`config.mk`:
```
export PLATFORM = sky130hd
export DESIGN_NAME = multi_timeout_timer
export DESIGN_NICKNAME = d
export VERILOG_FILES = /design/src/rtl/timeout_pkg.sv /design/src/rtl/timeout_channel.sv /design/src/rtl/multi_timeout_timer.sv
export SDC_FILE = /design/constraint.sdc
export NUM_CORES = 1
export LEC_CHECK = 0
export ABC_CLOCK_PERIOD_IN_PS = 4500
export BUFFER_PORTS_ARGS = -buffer_cell sky130_fd_sc_hd__buf_2
export CAP_MARGIN = 20
export CORE_MARGIN = 1
export CORE_UTILIZATION = 35
export DETAILED_ROUTE_END_ITERATION = 16
export PLACE_DENSITY = 0.6
export SETUP_SLACK_MARGIN = 0.05
export SLEW_MARGIN = 20
export SYNTH_ARGS = -nofsm -noshare
export SYNTH_HDL_FRONTEND = slang
export SYNTH_SLANG_ARGS = --single-unit
```
`constraint.sdc`:
```
create_clock -name clk_i -period 4.5 [get_ports clk_i]
set_input_delay 0.675 -clock clk_i [delete_from_list [all_inputs] [get_ports clk_i]]
set_output_delay 0.675 -clock clk_i [all_outputs]
set_load 0.01 [all_outputs]
```
`src/rtl/timeout_pkg.sv`:
```
// Shared types and constants for the multi-channel timeout timer.
// The channel FSM states and the per-channel mode encodings live here,
// so the top and the channel sub-module agree on a single definition.
package timeout_pkg;

  // Per-channel life cycle: waiting for start, counting, or finished (one-shot)
  typedef enum logic [1:0] {
    IDLE = 2'd0,
    RUN  = 2'd1,
    DONE = 2'd2
  } ch_state_e;

  // Mode encodings as sampled from mode_i together with start_i
  localparam logic MODE_ONESHOT  = 1'b0;
  localparam logic MODE_PERIODIC = 1'b1;

  // A programmed limit of zero behaves exactly like a limit of one tick
  function automatic logic [31:0] effective_limit(input logic [31:0] lim);
    return (lim == 32'd0) ? 32'd1 : lim;
  endfunction

endpackage

```
`src/rtl/timeout_channel.sv`:
```
// One independent timeout channel: IDLE/RUN/DONE state machine, tick
// counter, latched limit and mode, one-cycle timeout pulse and sticky
// expired flag. Counting only advances on cycles where tick_i is high.
module timeout_channel
  import timeout_pkg::*;
#(
  parameter int CNT_W = 32
) (
  input  logic             clk_i,
  input  logic             rst_ni,
  input  logic             tick_i,
  input  logic             start_i,
  input  logic             stop_i,
  input  logic             mode_i,
  input  logic [CNT_W-1:0] limit_i,
  input  logic             clear_i,
  output logic             busy_o,
  output logic             timeout_o,
  output logic             expired_o
);

  localparam logic [CNT_W-1:0] CNT_ONE = {{(CNT_W-1){1'b0}}, 1'b1};

  ch_state_e        state_q, state_d;
  logic [CNT_W-1:0] cnt_q, cnt_d;
  logic [CNT_W-1:0] lim_q, lim_d;
  logic             mode_q, mode_d;
  logic             timeout_q, timeout_d;
  logic             expired_q, expired_d;
  logic [CNT_W-1:0] lim_eff;
  logic             expire;

  // The raw limit is kept so that reset leaves it at zero; zero maps to one here
  assign lim_eff = CNT_W'(effective_limit(32'(lim_q)));

  // Expiry happens on the tick that would otherwise move the counter to the limit
  assign expire = (state_q == RUN) && tick_i && (cnt_q == (lim_eff - CNT_ONE));

  // State register plus counter, latches and output flags, all reset to zero
  always_ff @(posedge clk_i or negedge rst_ni) begin
    if (!rst_ni) begin
      state_q   <= IDLE;
      cnt_q     <= '0;
      lim_q     <= '0;
      mode_q    <= MODE_ONESHOT;
      timeout_q <= 1'b0;
      expired_q <= 1'b0;
    end else begin
      state_q   <= state_d;
      cnt_q     <= cnt_d;
      lim_q     <= lim_d;
      mode_q    <= mode_d;
      timeout_q <= timeout_d;
      expired_q <= expired_d;
    end
  end

  // Next-state logic: stop in RUN aborts silently, otherwise count/expire and then
  // let a start (blocked by any concurrent stop) override the state and counter
  always_comb begin
    state_d   = state_q;
    cnt_d     = cnt_q;
    lim_d     = lim_q;
    mode_d    = mode_q;
    timeout_d = 1'b0;
    expired_d = expired_q & ~clear_i;

    if ((state_q == RUN) && stop_i) begin
      state_d = IDLE;
      cnt_d   = '0;
    end else begin
      if ((state_q == RUN) && tick_i) begin
        if (expire) begin
          cnt_d     = '0;
          timeout_d = 1'b1;
          expired_d = 1'b1;
          state_d   = (mode_q == MODE_PERIODIC) ? RUN : DONE;
        end else begin
          cnt_d = cnt_q + CNT_ONE;
        end
      end

      if (start_i && !stop_i) begin
        state_d = RUN;
        cnt_d   = '0;
        lim_d   = limit_i;
        mode_d  = mode_i;
      end
    end
  end

  assign busy_o    = (state_q == RUN);
  assign timeout_o = timeout_q;
  assign expired_o = expired_q;

endmodule

```
`src/rtl/multi_timeout_timer.sv`:
```
// Multi-channel timeout timer top: NUM_CH independent timeout_channel
// instances fed by one shared count tick.
// Optional feature macro TIMEOUT_PRESCALE_EN: when defined, a shared
// prescaler divides the clock by PRESCALE to form the tick; when undefined
// every clock cycle is a tick and no prescaler exists.
module multi_timeout_timer
  import timeout_pkg::*;
#(
  parameter int NUM_CH = 4,
  parameter int CNT_W  = 32
`ifdef TIMEOUT_PRESCALE_EN
  , parameter int PRESCALE = 100
`endif
) (
  input  logic                    clk_i,
  input  logic                    rst_ni,
  input  logic [NUM_CH-1:0]       start_i,
  input  logic [NUM_CH-1:0]       stop_i,
  input  logic [NUM_CH-1:0]       mode_i,
  input  logic [NUM_CH*CNT_W-1:0] limit_i,
  input  logic [NUM_CH-1:0]       clear_i,
  output logic [NUM_CH-1:0]       busy_o,
  output logic [NUM_CH-1:0]       timeout_o,
  output logic [NUM_CH-1:0]       expired_o
);

  logic tick;

`ifdef TIMEOUT_PRESCALE_EN
  localparam int             PW       = (PRESCALE > 1) ? $clog2(PRESCALE) : 1;
  localparam logic [PW-1:0]  PRE_LAST = PW'(PRESCALE - 1);

  logic [PW-1:0] pre_q;
  logic          any_busy;

  assign any_busy = |busy_o;

  // Shared prescaler: free-runs 0..PRESCALE-1 while any channel counts, parks at 0 otherwise
  always_ff @(posedge clk_i or negedge rst_ni) begin
    if (!rst_ni) begin
      pre_q <= '0;
    end else if (!any_busy) begin
      pre_q <= '0;
    end else if (pre_q == PRE_LAST) begin
      pre_q <= '0;
    end else begin
      pre_q <= pre_q + PW'(1);
    end
  end

  assign tick = any_busy && (pre_q == PRE_LAST);
`else
  assign tick = 1'b1;
`endif

  // One channel per bit; channels share only the tick and never interact
  for (genvar c = 0; c < NUM_CH; c++) begin : g_ch
    timeout_channel #(
      .CNT_W (CNT_W)
    ) u_channel (
      .clk_i     (clk_i),
      .rst_ni    (rst_ni),
      .tick_i    (tick),
      .start_i   (start_i[c]),
      .stop_i    (stop_i[c]),
      .mode_i    (mode_i[c]),
      .limit_i   (limit_i[c*CNT_W +: CNT_W]),
      .clear_i   (clear_i[c]),
      .busy_o    (busy_o[c]),
      .timeout_o (timeout_o[c]),
      .expired_o (expired_o[c])
    );
  end

endmodule

```
Word-level counts from Yosys, hierarchy flattened

Index checks and enable logic that the tools add are counted.

Flip-flop bits (word level): 276
Output and inout port bits: 12
Logic and storage cells: 152

$add $sub $neg: 8
Eq/ne operators: 8
Multiplexer cells: 64
Bitwise logic cells: 12
Reduce and logical (&&, ||, !) cells: 36

Operators by type and width:

| cell                                                | number |
|---|---|
| 2-to-1 mux 32 bit                                   | 20 |
| adder 32 x 1 -> 32 bit (second input constant)      | 4 |
| == test 32 bit                                      | 4 |
| logical NOT 32 bit                                  | 4 |
| subtractor 32 x 1 -> 32 bit (second input constant) | 4 |
| 2-to-1 mux 2 bit                                    | 20 |
| 2-to-1 mux 1 bit                                    | 24 |
| nonzero test 3 bit                                  | 8 |
| AND reduction 2 bit                                 | 8 |
| logical AND 1 bit                                   | 12 |
| == test 2 x 1 -> 1 bit (second input constant)      | 4 |
| inverter 1 bit                                      | 8 |
| AND 1 bit                                           | 4 |
| logical NOT 1 bit                                   | 4 |

Logic depth before layout (Yosys ltp)

Depth in word-level cells: 9
Mapped depth: 19
Depth with buffers taken out: 15

Cells and area by module

From an unflattened synthesis, not the netlist that was laid out.

Cell total of the unflattened synthesis: 2039
Area total of the unflattened synthesis: 18484.0 µm²

By module, submodules not included:

| module                                   | instances | cells each | area each (µm²) | sequential area each (µm²) |
|---|---|---|---|---|
| timeout_channel at g_ch[2].u_channel ... | 2         | 499        | 4782.1          | 1726.7 |
| timeout_channel at g_ch[0].u_channel ... | 2         | 520        | 4458.0          | 1726.7 |
| multi_timeout_timer                      | 1         | 1          | 3.8             | 0.0 |

Worst setup path after synthesis

Ideal clock, no wire load.

Path kind: register to register
Start: register g_ch[3].u_channel.lim_q[11]
End: register g_ch[3].u_channel.cnt_q[10]
Setup time: 121 ps
Arrival time: 3951 ps
Required time: 4379 ps
Setup slack: 428 ps
Stages on the path, launching flop included: 17
Buffers on the path: 3
Cell sequence: dfrtp_1 clkbuf_1 nor4_4 and4_1 buf_2 a31oi_1 ha_1 nor4b_1 nand4_1 or4_1 xnor2_1 a2111oi_0 nand4_1 or3_4 nand2_1 buf_2 nor2_1

Cells in the longest elaborated chain, start to end: 9

RTL lines:

| element                         | RTL line              | source |
|---|---|---|
| start, declared                 | timeout_channel.sv:26 | `logic [CNT_W-1:0] lim_q, lim_d;` |
| start signal, assigned          | timeout_channel.sv:51 | `lim_q <= lim_d;` |
| logical NOT 32 bit              | timeout_pkg.sv:19     | `return (lim == 32'd0) ? 32'd1 : lim;` |
| 2-to-1 mux 32 bit (*)           | timeout_pkg.sv:19     |  |
| subtractor 32 x 1 -> 32 bit (*) | timeout_channel.sv:37 | `assign expire = (state_q == RUN) && tick_i && (cnt_q == (lim_eff - CNT_ONE));` |
| == test 32 bit (*)              | timeout_channel.sv:37 |  |
| logical AND 1 bit (*)           | timeout_channel.sv:37 |  |
| 2-to-1 mux 32 bit (*)           | timeout_channel.sv:73 | `if (expire) begin` |
| 2-to-1 mux 32 bit (*)           | timeout_channel.sv:72 | `if ((state_q == RUN) && tick_i) begin` |
| 2-to-1 mux 32 bit (*)           | timeout_channel.sv:83 | `if (start_i && !stop_i) begin` |
| 2-to-1 mux 32 bit (*)           | timeout_channel.sv:68 | `if ((state_q == RUN) && stop_i) begin` |
| end signal, assigned            | timeout_channel.sv:50 | `cnt_q <= cnt_d;` |
| end, declared                   | timeout_channel.sv:25 | `logic [CNT_W-1:0] cnt_q, cnt_d;` |

Every way passes the cells marked *; elsewhere a longest branch is shown, timed or not. The select of a mux whose other input is x is not followed.
A chain may end at the register's enable or synchronous reset.

Worst setup path after layout

Start: register g_ch[0].u_channel.lim_q[3]
End: register g_ch[0].u_channel.cnt_q[3]

Cells in the longest elaborated chain, start to end: 9

RTL lines:

| element                         | RTL line |
|---|---|
| start, declared                 | timeout_channel.sv:26 |
| start signal, assigned          | timeout_channel.sv:51 |
| logical NOT 32 bit              | timeout_pkg.sv:19 |
| 2-to-1 mux 32 bit (*)           | timeout_pkg.sv:19 |
| subtractor 32 x 1 -> 32 bit (*) | timeout_channel.sv:37 |
| == test 32 bit (*)              | timeout_channel.sv:37 |
| logical AND 1 bit (*)           | timeout_channel.sv:37 |
| 2-to-1 mux 32 bit (*)           | timeout_channel.sv:73 |
| 2-to-1 mux 32 bit (*)           | timeout_channel.sv:72 |
| 2-to-1 mux 32 bit (*)           | timeout_channel.sv:83 |
| 2-to-1 mux 32 bit (*)           | timeout_channel.sv:68 |
| end signal, assigned            | timeout_channel.sv:50 |
| end, declared                   | timeout_channel.sv:25 |

Marks and branches as above.

==> impl_results.html <==
<table>
<tr><th>Metric</th><th>Value</th></tr>
<tr><th colspan="2">Pwr</th></tr>
<tr><td>Internal power component</td><td>4.94 mW</td></tr>
<tr><td>Static leakage</td><td>8.50 nW</td></tr>
<tr><td>Share of power burned in registers</td><td>41.8%</td></tr>
<tr><td>Clock network power share</td><td>40.5%</td></tr>
<tr><td>Max IR drop VDD</td><td>0.187 mV</td></tr>
<tr><td>Gate power share</td><td>17.8%</td></tr>
<tr><td>Psw</td><td>2.10 mW</td></tr>
<tr><td>Fraction of power spent switching nets</td><td>29.9%</td></tr>
<tr><td>Areal power density over the cells</td><td>356 mW/mm2</td></tr>
<tr><th colspan="2">Floorplan</th></tr>
<tr><td>Die height</td><td>222 um</td></tr>
<tr><td>Initial core utilization</td><td>35.4%</td></tr>
<tr><td>Site row count</td><td>80</td></tr>
<tr><td>DIE WIDTH</td><td>222 um</td></tr>
<tr><td>Top Ports</td><td>158</td></tr>
<tr><td>Die Outline Area</td><td>0.0491 mm2</td></tr>
<tr><td>Core outline area</td><td>0.0476 mm2</td></tr>
<tr><th colspan="2">Synthesis</th></tr>
<tr><td>Dominant combinational cell family by area after synthesis</td><td>simple AND/OR/NAND/NOR gates</td></tr>
<tr><td>Part of the Yosys area used for sequential elements</td><td>40.9%</td></tr>
<tr><td>Share of flip-flops with an asynchronous set or reset after synthesis</td><td>100%</td></tr>
<tr><td>Synthesized area per cell</td><td>8.78 um2</td></tr>
<tr><td>Post-synthesis mux area share</td><td>5.05%</td></tr>
<tr><td>Flip-flop and latch count after synthesis</td><td>276</td></tr>
<tr><td>Fraction of the mapped netlist area in compound gates</td><td>8.03%</td></tr>
<tr><td>Ys flop type</td><td>dfrtp_1</td></tr>
<tr><td>Netlist area before placement</td><td>0.0169 mm2</td></tr>
<tr><td>Fraction of the mapped netlist area in simple logic gates</td><td>28.0%</td></tr>
<tr><td>Net Count, Synth</td><td>2077</td></tr>
<tr><td>Adder and majority gate portion of the synthesized area</td><td>0.593%</td></tr>
<tr><td>Number of cells produced by synthesis</td><td>1923</td></tr>
<tr><td>Number of distinct standard cells referenced by the synthesized netlist</td><td>81</td></tr>
<tr><td>Post-synthesis xor/xnor area fraction</td><td>14.2%</td></tr>
<tr><td>Post-synth EDFFs</td><td>0</td></tr>
<tr><td>Yosys warnings</td><td>0</td></tr>
<tr><th colspan="2">Finish</th></tr>
<tr><td>Growth of design area from synthesis to finish</td><td>17.1%</td></tr>
<tr><td>Number of standard cells in the final layout excluding fillers</td><td>2720</td></tr>
<tr><td>Antenna diodes</td><td>0</td></tr>
<tr><td>Core utilization of the finished layout</td><td>41.5%</td></tr>
<tr><td>Fraction of final layout cells sized beyond drive strength 1</td><td>18.1%</td></tr>
<tr><td>Most frequent standard cell in the layout excluding fill and tap cells</td><td>nand2_1</td></tr>
<tr><td>Commonest cells after routing, fill and taps aside</td><td>nand2_1 (303), dfrtp_1 (275), nor2_1 (236)</td></tr>
<tr><td>Fillers</td><td>4737</td></tr>
<tr><td>NumNets Final</td><td>2237</td></tr>
<tr><th colspan="2">Timing</th></tr>
<tr><td>Finish-stage setup viols</td><td>0</td></tr>
<tr><td>Setup repair after global routing missed its margin</td><td>false</td></tr>
<tr><td>Clock Skews</td><td>26.8 ps</td></tr>
<tr><td>Fin. Hold Viols</td><td>0</td></tr>
<tr><td>Max Fclk</td><td>0.238 GHz</td></tr>
<tr><td>Final sum of negative setup slack</td><td>0 ps</td></tr>
<tr><td>Final worst path period share</td><td>93.4%</td></tr>
<tr><td>Slew at the pin closest to its max-slew limit</td><td>930 ps</td></tr>
<tr><td>Final worst path period need</td><td>4200 ps</td></tr>
<tr><td>Max Transition Viols Final</td><td>0</td></tr>
<tr><td>Max_slew headroom</td><td>38.0%</td></tr>
<tr><th colspan="2">GRT</th></tr>
<tr><td>Leftover overflow at the end of global routing</td><td>0</td></tr>
<tr><td>Largest net degree at the start of global routing</td><td>121</td></tr>
<tr><td>All-layer global routing usage</td><td>18.6%</td></tr>
<tr><td>Number of antenna violations at the first check in global routing</td><td>0</td></tr>
<tr><td>Vias in the first global route</td><td>14300</td></tr>
<tr><td>Wire length of the first global-routing pass</td><td>74600 um</td></tr>
<tr><th colspan="2">Setup path</th></tr>
<tr><td>Element type at the critical path start</td><td>flop</td></tr>
<tr><td>Critical Path Fanout Max</td><td>30</td></tr>
<tr><td>Register-to-register path setup slack</td><td>300 ps</td></tr>
<tr><td>Reg2reg end</td><td>g_ch[0].u_channel.cnt_q[3]</td></tr>
<tr><td>Critical path type</td><td>flop to flop</td></tr>
<tr><td>Element type at the critical path end</td><td>flop</td></tr>
<tr><td>Reg2Reg Depth</td><td>14</td></tr>
<tr><td>Delay of the slowest critical-path stage</td><td>570 ps</td></tr>
<tr><td>Cell-by-cell trace of the critical path</td><td>or4_1 -&gt; or2_2 -&gt; nor4b_2 -&gt; nor2_1 -&gt; ha_1 -&gt; xor2_1 -&gt; nand4_1 -&gt; a2111oi_1 -&gt; nor4bb_1 -&gt; nor4bb_1 -&gt; nand4_1 -&gt; nand2_1 -&gt; buf_12 -&gt; nor2_1</td></tr>
<tr><td>Required time of the critical path</td><td>4930 ps</td></tr>
<tr><td>Arrival time reported for the critical path endpoint</td><td>4630 ps</td></tr>
<tr><td>Startpoint of the worst-slack reg-to-reg timing path</td><td>g_ch[0].u_channel.lim_q[3]</td></tr>
<tr><td>Library cell contributing the largest single delay on the critical path</td><td>or4_1</td></tr>
<tr><th colspan="2">CTS</th></tr>
<tr><td>Number of clock sinks</td><td>276</td></tr>
<tr><td>Num CTS Buffers</td><td>35</td></tr>
<tr><td>CTS Root Cell</td><td>clkbuf_16</td></tr>
<tr><td>CTS tree</td><td>yes</td></tr>
<tr><td>H-tree Lvls</td><td>2</td></tr>
<tr><td>Hold bufs inserted after CTS</td><td>0</td></tr>
<tr><td>Clock slew at reported path FFs</td><td>50 ps</td></tr>
<tr><td>Max Root-Sink Buffers</td><td>3</td></tr>
<tr><td>Clock network latency to the later pin of the worst-skew pair</td><td>550 ps</td></tr>
<tr><th colspan="2">Routing</th></tr>
<tr><td>Iteration-0 DRC count of the detailed router</td><td>948</td></tr>
<tr><td>DRT antenna net count</td><td>0</td></tr>
<tr><td>Number of vias in the routed layout</td><td>14500</td></tr>
<tr><td>Ratio of routed vias to standard cells</td><td>5.33</td></tr>
<tr><td>WL final</td><td>45800 um</td></tr>
<tr><td>Routed length per instance</td><td>16.8 um</td></tr>
<tr><td>First-pass DRT Iterations</td><td>5</td></tr>
<tr><td>DRC errors left</td><td>0</td></tr>
<tr><th colspan="2">Place</th></tr>
<tr><td>Number of cells after detailed placement</td><td>2660</td></tr>
<tr><td>Port bufs</td><td>157</td></tr>
<tr><td>HPWL after detailed placement</td><td>34000 um</td></tr>
<tr><td>RD Place Congestion</td><td>0.942</td></tr>
<tr><th colspan="2">Job</th></tr>
<tr><td>Max Cap Viol</td><td>0</td></tr>
<tr><th colspan="2">Run status</th></tr>
<tr><td>Outcome</td><td>completed</td></tr>
<tr><th colspan="2">Hold path</th></tr>
<tr><td>Tightest Hold Check Type</td><td>input pin to asynchronous set/reset pin</td></tr>
</table>
-- repair_timing --
item / in CTS / in global routing
resized for setup: 1 / 10
endpoints found under the setup margin: 1 / 105
setup buffers: 0 / 1
pin swaps: 0 / 2
-- kinds of logic after synthesis --
group,after synthesis
compound gates,202
xor+xnor,273
buf+inv,129
simple gates,958
flops,276
fa+ha+maj,8
mux,77
-- power by group through the flow --
stage                     sequential (mW)  clock (mW)  combinational, mW
after global placement               2.97           0               1.22
after CTS                            2.93        2.94               1.25
after global routing                 2.97        3.03               1.39
after detailed placement             2.97           0               1.24
after floorplan                      2.88           0              0.855
final                                2.94        2.85               1.25
-- metrics by stage --
stage,power (mW),hold WS (ps),worst slack (ps),cell area (um2)
5_1_grt,7.39,269,55.7,19800
3_3_place_gp,4.19,456,92.3,18500
2_1_floorplan,3.73,379,428,16900
6_report,7.04,226,296,19800
4_1_cts,7.12,256,135,19700
3_5_place_dp,4.22,466,60.4,18500
-- sequential cells by signal, indices dropped and copies added (netlist names) --
name,cells
g_ch.u_channel.lim_q,128
g_ch.u_channel.cnt_q,128
g_ch.u_channel.expired_o,4
g_ch.u_channel.timeout_o,4
g_ch.u_channel.state_q,8
g_ch.u_channel.mode_q,4
-- cell usage after synthesis, types with 15 or more instances --
library cell / number / area share, %
nand2b_1: 15 / 0.56
clkbuf_1: 59 / 1.3
nand4_1: 40 / 1.5
dfrtp_1: 276 / 41
nor3_1: 71 / 2.1
xor2_1: 143 / 7.4
mux2_2: 66 / 4.4
xnor2_1: 130 / 6.7
nand2_1: 303 / 6.7
a21oi_1: 37 / 1.1
o21ai_0: 58 / 1.7
and3_1: 35 / 1.3
buf_2: 15 / 0.44
nor2_1: 236 / 5.2
nor2b_1: 15 / 0.56
or3_1: 22 / 0.82
inv_1: 42 / 0.93
nand3_1: 67 / 2.0
or4_1: 25 / 1.1
nor4_1: 43 / 1.6
-- worst max-delay path, delay by kind of cell (launching register included) --
kind                       cells  cell delay (ps)
and+or+nand+nor               10             2540
xor gates and xnor gates       1              160
adders and majority gates      1              320
buffers and inverters          1              190
DFF                            1              440
AOI/OAI and AO/OA              1              410
-- cell type report --
type	instances	area [um2]	share of cell area [%]
Clock inverter	11	136	0.690
Inverter	42	158	0.797
Sequential cell	276	6910	34.9
Tap cell	615	769	3.89
Timing Repair Buffer	210	1260	6.35
Clock buffer	48	1040	5.24
Multi-Input combinational cell	1518	9510	48.1
-- worst max-delay path by stage --
| stage | start | end | slack [ps] | cells after the start |
|---|---|---|---|---|
| 4_1_cts | g_ch[0].u_channel.lim_q[24] | g_ch[0].u_channel.expired_o | 130 | 13 |
| 2_1_floorplan | g_ch[3].u_channel.lim_q[11] | g_ch[3].u_channel.cnt_q[10] | 430 | 16 |
| 5_1_grt | g_ch[0].u_channel.lim_q[3] | g_ch[0].u_channel.cnt_q[9] | 60 | 14 |
| 3_5_place_dp | g_ch[2].u_channel.lim_q[11] | g_ch[2].u_channel.state_q[1] | 60 | 14 |
| 3_3_place_gp | g_ch[2].u_channel.lim_q[11] | g_ch[2].u_channel.state_q[1] | 90 | 14 |
| 6_report | g_ch[0].u_channel.lim_q[3] | g_ch[0].u_channel.cnt_q[3] | 300 | 14 |
-- layer usage --
layer  GRT usage (%)  part of all wire [%]  vias up
li1                -                     -     6993
met1            26.0                    48     7113
met2            29.5                    45      311
met3            3.03                   4.3       82
met4            5.33                   2.5        0
met5               0                     0        -
Power figures use the tool's default switching activity.
